<file path="src/rtl/instr_prefetch_unit.sv">
`timescale 1ns/1ps
// Instruction prefetch front end: sequential word fetch over req/rsp,
// in-order prefetch FIFO, valid/ready delivery of {pc, inst}, and
// redirect flush that discards every response still in flight.
module instr_prefetch_unit #(
  parameter int              XLEN     = 32,
  parameter int              DEPTH    = 4,
  parameter logic [XLEN-1:0] RESET_PC = '0
) (
  input  logic            clk,
  input  logic            reset,
  output logic            mem_req_valid,
  output logic [XLEN-1:0] mem_req_addr,
  input  logic            mem_req_ready,
  input  logic            mem_rsp_valid,
  input  logic [XLEN-1:0] mem_rsp_data,
  input  logic            redirect_valid,
  input  logic [XLEN-1:0] redirect_pc,
  output logic            inst_valid,
  output logic [XLEN-1:0] inst_pc,
  output logic [XLEN-1:0] inst_data,
  input  logic            inst_ready
);

  localparam int              AW      = $clog2(DEPTH);
  localparam int              CW      = AW + 1;
  localparam logic [CW:0]     DEPTH_C = (CW+1)'(DEPTH);

  typedef struct packed {
    logic [XLEN-1:0] pc;
    logic [XLEN-1:0] data;
  } fetch_ent_t;

  logic [XLEN-1:0]              fetch_pc;
  logic [CW-1:0]                inflight, discard, count;
  logic [AW-1:0]                wptr, rptr, tag_wptr, tag_rptr;
  fetch_ent_t [DEPTH-1:0]       fifo_q;
  logic [DEPTH-1:0][XLEN-1:0]   tag_q;

  logic [CW:0]     occ;
  logic            credit, acc, rsp_cnt, push, pop;
  logic [XLEN-1:0] redir_aligned;
  fetch_ent_t      head;

  // Credit: buffered words plus outstanding requests never exceed DEPTH,
  // so every counted response has a free FIFO slot.
  assign occ           = {1'b0, count} + {1'b0, inflight};
  assign credit        = occ < DEPTH_C;
  assign redir_aligned = redirect_pc & ~XLEN'(3);

  assign mem_req_valid = reset && !redirect_valid && credit;
  assign acc           = mem_req_valid && mem_req_ready;
  // Responses with nothing outstanding are stale traffic from before reset.
  assign rsp_cnt       = mem_rsp_valid && (inflight != '0);
  assign push          = rsp_cnt && (discard == '0) && !redirect_valid;

  assign head          = fifo_q[rptr];
  assign inst_valid    = reset && (count != '0) && !redirect_valid;
  assign pop           = inst_valid && inst_ready;

  assign mem_req_addr  = reset ? fetch_pc  : '0;
  assign inst_pc       = reset ? head.pc   : '0;
  assign inst_data     = reset ? head.data : '0;

  // Control state: fetch pc, credit/discard counters, FIFO and tag pointers.
  always_ff @(posedge clk) begin
    if (!reset) begin
      fetch_pc <= RESET_PC;
      inflight <= '0;
      discard  <= '0;
      count    <= '0;
      wptr     <= '0;
      rptr     <= '0;
      tag_wptr <= '0;
      tag_rptr <= '0;
    end else begin
      inflight <= inflight + CW'(acc) - CW'(rsp_cnt);
      if (acc)     tag_wptr <= tag_wptr + AW'(1);
      if (rsp_cnt) tag_rptr <= tag_rptr + AW'(1);
      if (redirect_valid) begin
        // Everything still in flight belongs to the old stream.
        fetch_pc <= redir_aligned;
        discard  <= inflight - CW'(rsp_cnt);
        count    <= '0;
        wptr     <= '0;
        rptr     <= '0;
      end else begin
        if (acc)                        fetch_pc <= fetch_pc + XLEN'(4);
        if (rsp_cnt && discard != '0)   discard  <= discard - CW'(1);
        if (push)                       wptr     <= wptr + AW'(1);
        if (pop)                        rptr     <= rptr + AW'(1);
        count <= count + CW'(push) - CW'(pop);
      end
    end
  end

  // Storage: tag queue keeps the pc of each outstanding request so the
  // in-order response can be paired with it on the way into the FIFO.
  always_ff @(posedge clk) begin
    if (acc)  tag_q[tag_wptr] <= fetch_pc;
    if (push) fifo_q[wptr]    <= '{pc: tag_q[tag_rptr], data: mem_rsp_data};
  end

endmodule
</file>
<file path="config.mk">
export PLATFORM = sky130hd
export DESIGN_NAME = instr_prefetch_unit
export DESIGN_NICKNAME = d
export VERILOG_FILES = /design/src/rtl/instr_prefetch_unit.sv
export SDC_FILE = /design/constraint.sdc
export NUM_CORES = 1
export LEC_CHECK = 0
export CAP_MARGIN = 20
export CELL_PAD_IN_SITES_DETAIL_PLACEMENT = 1
export CELL_PAD_IN_SITES_GLOBAL_PLACEMENT = 1
export CORE_MARGIN = 2
export CORE_UTILIZATION = 37
export DETAILED_ROUTE_END_ITERATION = 10
export HOLD_SLACK_MARGIN = 0.15
export PLACE_DENSITY = 0.73
export SYNTH_ARGS = -nofsm -noshare
export SYNTH_HDL_FRONTEND = slang
export SYNTH_SLANG_ARGS = --single-unit
</file>
<file path="constraint.sdc">
create_clock -name clk -period 2.7 [get_ports clk]
set_input_delay 0.27 -clock clk [delete_from_list [all_inputs] [get_ports clk]]
set_output_delay 0.27 -clock clk [all_outputs]
set_load 0.01 [all_outputs]
</file>
---- Word-level counts from Yosys, hierarchy flattened ----
Index checks and enable logic that the tools add are counted.
cells by class
  shifts and indexed selects .............. 0
  muxes and demuxes ....................... 17
  equality and inequality tests ........... 0
  divide/modulo/power cells ............... 0
  magnitude comparators ................... 7
  add/sub/neg operators ................... 12
  $mul .................................... 0
  bitwise operators ....................... 1
  reduce and logical (&&, ||, !) cells .... 20
operators with widths
  operator                                                               count
  256-bit bitwise mux                                                    1
  32-bit 2-to-1 mux                                                      7
  64-bit binary-select mux with 2-bit select                             1
  128-bit bitwise mux                                                    1
  64-bit demux with 2-bit select                                         1
  64-bit 2-to-1 mux                                                      2
  32-bit binary-select mux with 2-bit select                             1
  32-bit demux with 2-bit select                                         1
  32-bit by 3-bit adder with 32-bit output, second input constant        1
  1-bit logical AND                                                      12
  2-bit by 3-bit < comparator with 1-bit output, second input constant   4
  3-bit nonzero test                                                     3
  3-bit by 1-bit subtractor with 3-bit output                            3
  2-bit by 1-bit adder with 2-bit output, second input constant          4
  3-bit by 1-bit adder with 3-bit output                                 2
  3-bit 2-to-1 mux                                                       2
  3-bit by 3-bit adder with 4-bit output                                 1
  2-bit by 1-bit >= comparator with 1-bit output, second input constant  2
  4-bit by 3-bit < comparator with 1-bit output, second input constant   1
  2-bit nonzero test                                                     2
  3-bit zero test                                                        1
  3-bit by 1-bit subtractor with 3-bit output, second input constant     1
  2-bit OR reduction                                                     1
  1-bit zero test                                                        1
  1-bit inverter                                                         1
storage, ports and cells
  register bits after elaboration ......... 433
  RAM bits ................................ 0
  memories kept ........................... 0
  bits in read-only memories .............. 0
  bits in latches ......................... 0

---- Logic depth before layout (Yosys ltp) ----
  depth in word-level cells ............... 6
  depth in mapped cells ................... 13

---- Worst setup path after synthesis ----
Ideal clock, no wire load.
  path kind ............................... register to register
  start point ............................. register inflight[1]
  end point ............................... register fifo_q[100] in the netlist's numbering (enable)
  path slack .............................. -271 ps
  stages on the path, launching flop included .. 4
  arrival time ............................ 2545 ps
  buffers on the path ..................... 0
  path through ............................ dfxtp_1 -> o31a_1 -> nor3b_2 -> and2_1
between the ends
  longest elaborated chain between the ends .. 4
RTL lines
  element                         line  text
  start, declared                 35    logic [CW-1:0] inflight, discard, count;
  start signal, assigned          77    inflight <= inflight + CW'(acc) - CW'(rsp_cnt);
  3-bit nonzero test              54    assign rsp_cnt = mem_rsp_valid && (inflight != '0);
  1-bit logical AND               54
  named net rsp_cnt               41    logic credit, acc, rsp_cnt, push, pop;
  1-bit logical AND (2 in a row)  55    assign push = rsp_cnt && (discard == '0) && !redirect_valid;
  end signal, assigned by index   101   if (push) fifo_q[wptr] <= '{pc: tag_q[tag_rptr], data: mem_rsp_data};
  end, declared                   37    fetch_ent_t [DEPTH-1:0] fifo_q;
The timed path passes the listed nets, and every way through them passes these cells.
A chain may end at the register's enable or synchronous reset.

---- Final worst setup path ----
  start point ............................. register rptr[0]
  end point ............................... output inst_data[0]
between the ends
  longest elaborated chain between the ends .. 3
RTL lines
  element                                     line  text
  start, declared                             36    logic [AW-1:0] wptr, rptr, tag_wptr, tag_rptr;
  start signal, assigned                      91    if (pop) rptr <= rptr + AW'(1);
  64-bit binary-select mux with 2-bit select  57    assign head = fifo_q[rptr];
  64-bit 2-to-1 mux (implied by the code)     57
  32-bit 2-to-1 mux                           63    assign inst_data = reset ? head.data : '0;
  end, declared                               21    output logic [XLEN-1:0] inst_data,
Every way passes these cells. The select of a mux whose other input is x is not followed.

==> flow_summary.ini <==
[run_status]
outcome = completed

[critical_path]
cpMaxStageDelayCell = mux4_2
endpoint_kind = output port
r2r_end = inflight[2]$_SDFF_PN0_
reg2reg_from = count[2]$_SDFF_PP0_
cp_max_fo = 10
critPathRequiredTime_ps = 2430
cpPeakStageDelay_ps = 510
r2r_slack_ps = 190
crit_end = inst_data[0]
critical_path_class = register to output port
worst_setup_path_start_kind = register
crit_chain = buf_12 > buf_4 > buf_12 > mux4_2 > and2_1 > dlygate4sd2_1
critPathArrivalTime_ps = 2320
crit_start = rptr[0]$_SDFFE_PP0P_
critPathMostFrequentCell = buf_12
r2r.worst_path.cells = 11

[logic_synthesis]
yosysWarningCount = 0
ys_async_sr_fraction = 0
synth_top_cell_area_share = 0.661
yosysUniqueCellTypes = 59
yosys.area.top_type = edfxtp_1
syn-cell-area_um2 = 16700
synth_edf_count = 368
ys_seq_elements = 415
synthCells = 935
seq_area_frac_synth = 0.717
syn_avg_cell_area_um2 = 17.9
netlist_top_cells_area = edfxtp_1, mux4_2, dfxtp_1
synthFlopType = edfxtp_1

[clocking]
htreeDepth = 2
cts_tree = done
numCtsBuffers = 43
path_clk_slew_ps = 60
clock-sinks = 415
clk_latency_ps = 560
cts_root_buffer = clkbuf_16
cts_max_path_buffers = 3

[floorplan]
die_h_um = 217
start_util = 0.376
dieArea_um2 = 46900
ios = 168
core_um2 = 44400
die_x_um = 217
rows = 77

[flow_run]
maxCapViolations = 0

[sta]
finClkSkew_ps = 18.8
rsz0062_at_grt = no
final_max_slew_viol_count = 0
timing.final.ws_setup_ps = 105
max-slew-margin-rel = 0.603
hold_violations = 0
fmax_mhz = 385
finalSetupViolations = 0
tightest_slew_ps = 594
finalCritPeriodShare = 0.961
min_period_ps = 2590

[route]
antenna_left = 0
routed_wl_um = 40300
drt_iter0_drc = 620
drc_errors = 0
firstDrtPassIters = 4
wl_per_cell_um = 22.4
viasPerCell = 5.14
vias = 9223

[global_routing]
overflow = 0
grt_pass1_wl_um = 61900
grt_max_degree = 102
grt_antenna_before_repair = 0
track_usage = 0.176
grt_pass1_vias = 10000

[layout]
fin_util = 0.477
drive_above_1_share = 0.219
num_antenna_cells = 0
syn2layout_area_growth_pct = 26.8
nets = 1262

[pwr]
p_leak_nw = 7.22
vdd_ir_drop_max_mv = 0.363
powerDensity_nw_per_um2 = 727

[hold_path]
min_path_type = primary input to register

[placement]
place_ws_ps = -61.2
hpwl_um = 25600
io_buffers = 161
gp_congestion = 0.825
per-layer routing:
metal	track usage	wire [um]	share of wire
met3	0.0274	1810	0.045
met5	0	0	0
met1	0.231	17200	0.43
met4	0.0600	986	0.024
met2	0.298	20300	0.50
cells in the mapped netlist (4+ instances only):
cell type / number
edfxtp_1: 368
and2_1: 103
mux4_2: 92
dfxtp_1: 47
nor2_1: 35
a21oi_1: 33
nand2_1: 31
clkbuf_1: 27
ha_1: 19
inv_1: 17
buf_2: 16
o21ai_0: 15
nand3_1: 12
nand4_1: 10
xor2_1: 10
xnor2_1: 9
buf_4: 7
a31oi_1: 6
and3_1: 6
nor3_1: 5
nor4_1: 5
mux2_2: 4
power breakdown:
part           switching (mW)  internal [mW]
sequential              0.119           7.40
clock                    2.41           3.69
combinational           0.924          0.868
total                    3.46           12.0
placed cells by master (no fill, tap or decap), drive strengths merged, types with 3 or more instances in the layout:
| master | n |
|---|---|
| a21oi | 33 |
| a22oi | 3 |
| a31oi | 6 |
| a32oi | 3 |
| and2 | 104 |
| and3 | 7 |
| and4 | 6 |
| buf | 81 |
| bufinv | 6 |
| clkbuf | 55 |
| clkdlybuf4s50 | 101 |
| clkinv | 14 |
| conb | 4 |
| dfxtp | 47 |
| dlygate4sd2 | 50 |
| dlymetal6s2s | 8 |
| edfxtp | 368 |
| ha | 19 |
| inv | 19 |
| mux2 | 4 |
| mux4 | 92 |
| nand2 | 31 |
| nand3 | 12 |
| nand4 | 12 |
| nor2 | 35 |
| nor3 | 6 |
| nor4 | 6 |
| o211ai | 3 |
| o21ai | 15 |
| xnor2 | 9 |
| xor2 | 10 |
final cells by class:
| cell class | count | area [um2] |
|---|---|---|
| clock inverter | 22 | 264 |
| inverter | 19 | 78.8 |
| clock buffer | 55 | 1190 |
| timing repair buffer | 242 | 2520 |
| tap | 592 | 741 |
| sequential | 415 | 12000 |
| fill | 4240 | 23200 |
| multi-input combinational | 450 | 4410 |
logic make-up after synthesis:
family / Yosys count / share of synthesized area
buffers and inverters: 73 / 0.0205
and+or+nand+nor: 230 / 0.0795
other: 1 / 0.000224
AOI/OAI and AO/OA: 78 / 0.0282
muxes: 98 / 0.128
adders and majority gates: 21 / 0.0166
DFF: 415 / 0.717
xor gates and xnor gates: 19 / 0.00995
metrics by stage:
stage               setup TNS, ps  power, mW  instances  hold WS (ps)  area (um2)
finish                          0       15.4       1795           263       21200
global route                    0       16.0       1795           257       21200
CTS                          -340       15.6       1784           241       21100
detailed placement           -180       9.52       1693           502       19500
global placement            -7.38       9.45       1693           485       19500
floorplan                       0       8.70        938           369       16700
sequential cells by signal, indices dropped and copies added (netlist names):
signal and cells:
inflight 3, fetch_pc 30, discard 3, wptr 2, tag_rptr 2, fifo_q 248
tag_q 120, rptr 2, tag_wptr 2, count 3
worst min-delay path by stage:
| stage | start | to | slack [ps] | depth (start not counted) |
|---|---|---|---|---|
| global route | redirect_pc[21] | fetch_pc[21]$_SDFFE_PN0P_ | 260 | 3 |
| global placement | tag_wptr[1]$_SDFFE_PN0P_ | tag_wptr[1]$_SDFFE_PN0P_ | 480 | 2 |
| detailed placement | tag_wptr[1]$_SDFFE_PN0P_ | tag_wptr[1]$_SDFFE_PN0P_ | 500 | 2 |
| CTS | redirect_pc[21] | fetch_pc[21]$_SDFFE_PN0P_ | 240 | 3 |
| finish | reset | discard[1]$_SDFFE_PN0P_ | 260 | 3 |
| floorplan | mem_rsp_data[0] | fifo_q[0]$_DFFE_PP_ | 370 | 0 |
repair_timing:
action	4_1_cts	5_1_grt
hold endpoints to repair	1	0
endpoints found under the setup margin	59	10
resized for setup	54	9
hold buffers	1	0
cloned	2	0
buffers inserted	11	10
worst max-delay path, delay by kind of cell (launching register included):
| family | cells | cell delay [ps] |
|---|---|---|
| mux | 1 | 510 |
| simple gates | 1 | 200 |
| flops | 1 | 400 |
| buf+inv | 4 | 660 |
No activity file was read; power rests on OpenSTA's default activity.
